File: src/rtl/bit_sampler_if.sv
// Serial line bundle between the RX pin side and the oversampling bit sampler.
// The master drives the raw line, and the slave returns one decided bit per bit period.
interface bit_sampler_if;
  logic raw_data;
  logic estimated_data;
  logic sample_clk;

  modport master (
    output raw_data,
    input  estimated_data,
    input  sample_clk
  );

  modport slave (
    input  raw_data,
    output estimated_data,
    output sample_clk
  );
endinterface

File: src/rtl/bit_sampler.sv
// UART RX front end: synchronizes the oversampled serial line and majority-votes
// each OVERSAMPLE-cycle window into one registered bit, flagged by a one-cycle strobe.
module bit_sampler #(
  parameter int OVERSAMPLE  = 16,
  parameter int SYNC_STAGES = 2
) (
  input logic          clk,
  input logic          rst,
  bit_sampler_if.slave bus
);

  localparam int PW = $clog2(OVERSAMPLE);
  localparam int CW = $clog2(OVERSAMPLE + 1);
  localparam int FW = $clog2(SYNC_STAGES + 1);

  logic [SYNC_STAGES-1:0] r_sync;
  logic [FW-1:0]          r_fill;
  logic [PW-1:0]          r_phase;
  logic [CW-1:0]          r_ones;
  logic                   r_est;
  logic                   r_strobe;

  logic                   w_sample;
  logic                   w_active;
  logic                   w_last;
  logic [CW-1:0]          w_onesNext;
  logic                   w_estNext;

  assign w_sample   = r_sync[SYNC_STAGES-1];
  assign w_active   = (r_fill == FW'(SYNC_STAGES));
  assign w_last     = (r_phase == PW'(OVERSAMPLE - 1));
  assign w_onesNext = r_ones + CW'(w_sample);

  always_ff @(posedge clk or negedge rst) begin
    if (!rst) begin
      r_sync <= '0;
    end else begin
      r_sync <= {r_sync[SYNC_STAGES-2:0], bus.raw_data};
    end
  end

  // Windows only start once the synchronizer has shifted in the first captured raw sample
  always_ff @(posedge clk or negedge rst) begin
    if (!rst) begin
      r_fill <= '0;
    end else if (!w_active) begin
      r_fill <= r_fill + FW'(1);
    end
  end

  // A tie keeps the previous decision
  always_comb begin
    w_estNext = r_est;
    if (w_onesNext > CW'(OVERSAMPLE / 2)) begin
      w_estNext = 1'b1;
    end else if (w_onesNext < CW'(OVERSAMPLE / 2)) begin
      w_estNext = 1'b0;
    end
  end

  always_ff @(posedge clk or negedge rst) begin
    if (!rst) begin
      r_phase  <= '0;
      r_ones   <= '0;
      r_est    <= 1'b0;
      r_strobe <= 1'b0;
    end else if (w_active) begin
      r_phase <= r_phase + PW'(1);
      if (w_last) begin
        r_ones   <= '0;
        r_est    <= w_estNext;
        r_strobe <= 1'b1;
      end else begin
        r_ones   <= w_onesNext;
        r_strobe <= 1'b0;
      end
    end else begin
      r_strobe <= 1'b0;
    end
  end

  assign bus.estimated_data = r_est;
  assign bus.sample_clk     = r_strobe;

endmodule

File: src/flat_wrapper.sv
// flat-port wrapper written by rule: the top's interface ports become plain ports
module bit_sampler_flat 
#(
  parameter int OVERSAMPLE  = 16,
  parameter int SYNC_STAGES = 2
)
  (clk, rst, bus_raw_data, bus_estimated_data, bus_sample_clk);
  bit_sampler_if bus_i ();
  input logic clk;
  input logic rst;
  input wire logic [$bits(bus_i.raw_data)-1:0] bus_raw_data;
  output wire logic [$bits(bus_i.estimated_data)-1:0] bus_estimated_data;
  output wire logic [$bits(bus_i.sample_clk)-1:0] bus_sample_clk;
  assign bus_i.raw_data = bus_raw_data;
  assign bus_estimated_data = bus_i.estimated_data;
  assign bus_sample_clk = bus_i.sample_clk;
  bit_sampler #(.OVERSAMPLE(OVERSAMPLE), .SYNC_STAGES(SYNC_STAGES)) u_core (.clk(clk), .rst(rst), .bus(bus_i));
endmodule
File: config.mk
export PLATFORM = sky130hd
export DESIGN_NAME = bit_sampler_flat
export DESIGN_NICKNAME = d
export VERILOG_FILES = /design/src/rtl/bit_sampler_if.sv /design/src/rtl/bit_sampler.sv /design/src/flat_wrapper.sv
export SDC_FILE = /design/constraint.sdc
export NUM_CORES = 1
export LEC_CHECK = 0
export CAP_MARGIN = 40
export CORE_AREA = 2 2 39 41
export CTS_CLUSTER_DIAMETER = 50
export CTS_CLUSTER_SIZE = 20
export DETAILED_ROUTE_END_ITERATION = 6
export DIE_AREA = 0 0 41 43
export GPL_ROUTABILITY_DRIVEN = 0
export PLACE_DENSITY = 0.75
export REMOVE_ABC_BUFFERS = 1
export SLEW_MARGIN = 5
export SYNTH_ARGS = -nofsm -noshare
export SYNTH_HDL_FRONTEND = slang
export SYNTH_SLANG_ARGS = --single-unit
File: constraint.sdc
create_clock -name clk -period 2.85 [get_ports clk]
set_clock_uncertainty 0.1 [all_clocks]
set_input_delay 0.57 -clock clk [delete_from_list [all_inputs] [get_ports clk]]
set_output_delay 0.57 -clock clk [all_outputs]
set_load 0.02 [all_outputs]
==> impl_metrics.csv <==
group,metric,value,unit
floorplan,num_rows,14,
setup_path,setup.worst_path.end,"bus_estimated_data",
sta,relSlewSlack,56.71,%
detailed_routing,ant_nets,0,
clock_network,clkTransAtPathRegs,0.10,ns
setup_path,r2r_cells,5,
global_routing,grt_max_degree,16,
setup_path,startpoint,"u_core.bus.estimated_data$_DFFE_PN0P_",
detailed_routing,first_pass_iters,5,
sta,hold_violations,0,
detailed_routing,viasPerCell,5.405,
setup_path,reg2reg_to,"u_core.bus.estimated_data$_DFFE_PN0P_",
clock_network,cts_setup_buffers,0,
place,port_buffers,4,
logic_synthesis,yosys_register_bits,15,
clock_network,root_buffer,"clkbuf_4",
layout,area_growth,12.69,%
setup_path,worstPathRequired,2.18,ns
setup_path,slowest_delay,0.61,ns
clock_network,clockBufferDepth,2,
logic_synthesis,ys_warn_count,0,
floorplan,die_h,43,um
setup_path,critical_path.cell_chain,"clkdlybuf4s50_1",
global_routing,grt_pass1_wl,1635,um
place,dp_cells,70,
layout,drive_gt1_share,13.79,%
min_path,hp-class,"reg2reg",
pwr,p_leak,0.3370,nW
job,maxCapViolCount,0,
clock_network,cts_hold_buf,0,
sta,grt_setup_unrepaired,"no",
logic_synthesis,syn_avg_cell_area,12.76,um^2
setup_path,critical-path-top-delay-family,"buffers and inverters",
detailed_routing,wl,988,um
layout,final_common_cell,"dfrtp_1",
place,place_hpwl,715.6,um
detailed_routing,routedWlPerCell,13.35,um
global_routing,first_global_vias,384,
floorplan,dieArea,0.001763,mm^2
clock_network,cts-htree-levels,1,
pwr,power.density,691.7,mW/mm^2
clock_network,cts.sinks,15,
setup_path,worst-path-stages,1,
logic_synthesis,synth_top_area_share,57.69,%
layout,post-route-util,52.98,%
setup_path,r2r_start,"u_core.r_fill[0]$_DFFE_PN0P_",
clock_network,cts_made_buffers,3,
pwr,peakVddDrop,0.0002619,V
sta,fin_crit_sh,68.08,%
logic_synthesis,ys_seq_area_share,57.69,%
setup_path,r2r_slack,1.28,ns
layout,final_cells,74,
detailed_routing,route.detailed.drc,0,
sta,fin_setup_tns,0,ns
clock_network,cts_tree,"yes",
layout,final_nets,66,
global_routing,grt_overflow,0,
setup_path,worst-path-buf-inv,1,
floorplan,start_util,47.02,%
floorplan,core_area,0.001384,mm^2
logic_synthesis,ys_top_cells_by_area,"dfrtp_1, ha_1, xnor2_1, a22o_1, xor2_1",
setup_path,worstSetupEndpointType,"output port",
global_routing,antenna_found_initial,0,
global_routing,grt_util_all_layers,14.33,%
detailed_routing,drt_iter0_markers,2,
setup_path,critPathKind,"reg2out",
layout,n_antenna_cell,0,
sta,fmax,515.4,MHz
floorplan,die_w,41,um
clock_network,ctsResizeCount,0,
logic_synthesis,netlist_area,650.6,um^2
logic_synthesis,ys_types,21,
setup_path,cp_max_fo,3,
clock_network,clk_latency,0.29,ns
setup_path,startpoint_type,"register",
logic_synthesis,synth_cells,51,
layout,final_cell_mix,"dfrtp_1, xnor2_1, ha_1, clkdlybuf4s50_1",
outcome,outcome,"complete, no violations",
sta,setup_viol,0,
floorplan,ioPinCount,5,
setup_path,cp.arrival,1.27,ns
logic_synthesis,yosys.area.top_type,"dfrtp_1",
detailed_routing,via_count,400,
sta,worst_pin_slew,0.6474,ns
sta,min_period,1.940,ns
sta,drv_slew,0,
setup_path,cp_slowest_cell,"clkdlybuf4s50_1",
cell families after synthesis:
logic type	share of synthesized area [%]
buffers and inverters	1.923
flip-flops	57.69
AO/OA/AOI/OAI	10.96
multiplexers	1.731
XOR/XNOR	9.423
AND/OR/NAND/NOR	10.58
adder cells (fa/ha/maj)	7.693
per-stage QoR:
stage | total power, mW | instance area (um^2) | hold WS [ns] | setup slack [ns]
after floorplan | 0.3563 | 645.6 | 0.1744 | 1.391
after global placement | 0.3832 | 705.7 | 0.2344 | 1.241
after detailed placement | 0.3916 | 705.7 | 0.2347 | 1.207
after CTS | 0.5158 | 733.2 | 0.2569 | 0.8829
after global routing | 0.5380 | 733.2 | 0.2813 | 0.8489
final | 0.5071 | 733.2 | 0.2561 | 0.9097
power by group:
group / switching [mW] / leakage (nW) / internal (mW)
Clock: 0.0701 / 0.0177 / 0.0521
Combinational: 0.0483 / 0.146 / 0.0536
Sequential: 0.0373 / 0.174 / 0.246
Total: 0.156 / 0.337 / 0.351
layer usage:
| layer | track usage (%) | vias to the layer above | wire length (um) |
|---|---|---|---|
| met3 | 3.141 | 2 | 43 |
| met5 | 0 | - | 0 |
| met1 | 19.18 | 193 | 437 |
| met4 | 10.00 | 0 | 5 |
| met2 | 19.69 | 11 | 502 |
| li1 | - | 194 | - |
layout make-up:
class                           instances  area (um^2)
Fill cell                             129        650.6
Clock inverter                          1        5.005
Clock buffer                            3        22.52
Tap cell                               16        20.02
Inverter                                2        7.507
Timing Repair Buffer                    4        40.04
Sequential cell                        15        375.4
Multi-Input combinational cell         33        262.8
flip-flops by register name, indices dropped and copies added, names as in the netlist:
signal and flops:
u_core.r_ones 5, u_core.r_phase 4, u_core.r_fill 2, u_core.r_sync 2
u_core.bus.estimated_data 1, u_core.bus.sample_clk 1
worst min-delay path by stage:
stage | slack (ns) | cells past startpoint | to | start
after floorplan | 0.17 | 0 | u_core.bus.estimated_data$_DFFE_PN0P_ | rst
after detailed placement | 0.23 | 0 | u_core.r_sync[1]$_DFF_PN0_ | u_core.r_sync[0]$_DFF_PN0_
final | 0.26 | 0 | u_core.r_sync[1]$_DFF_PN0_ | u_core.r_sync[0]$_DFF_PN0_
after CTS | 0.26 | 0 | u_core.r_sync[1]$_DFF_PN0_ | u_core.r_sync[0]$_DFF_PN0_
after global placement | 0.23 | 0 | u_core.r_sync[1]$_DFF_PN0_ | u_core.r_sync[0]$_DFF_PN0_
after global routing | 0.28 | 0 | u_core.r_sync[1]$_DFF_PN0_ | u_core.r_sync[0]$_DFF_PN0_
synthesized netlist by cell type:
| cell | n |
|---|---|
| nand3_2 | 1 |
| xor2_1 | 3 |
| o21ai_0 | 2 |
| nand2_1 | 3 |
| mux2_2 | 1 |
| and4_1 | 1 |
| a21oi_2 | 1 |
| ha_1 | 4 |
| nand4_1 | 1 |
| nor3_1 | 1 |
| a21o_2 | 1 |
| inv_1 | 2 |
| nand3_1 | 2 |
| xnor2_1 | 4 |
| o2bb2ai_1 | 2 |
| dfrtp_1 | 15 |
| nor2_1 | 1 |
| and2_1 | 1 |
| nor3b_1 | 1 |
| buf_2 | 1 |
| a22o_1 | 3 |
No activity file was read; power rests on OpenSTA's default activity.
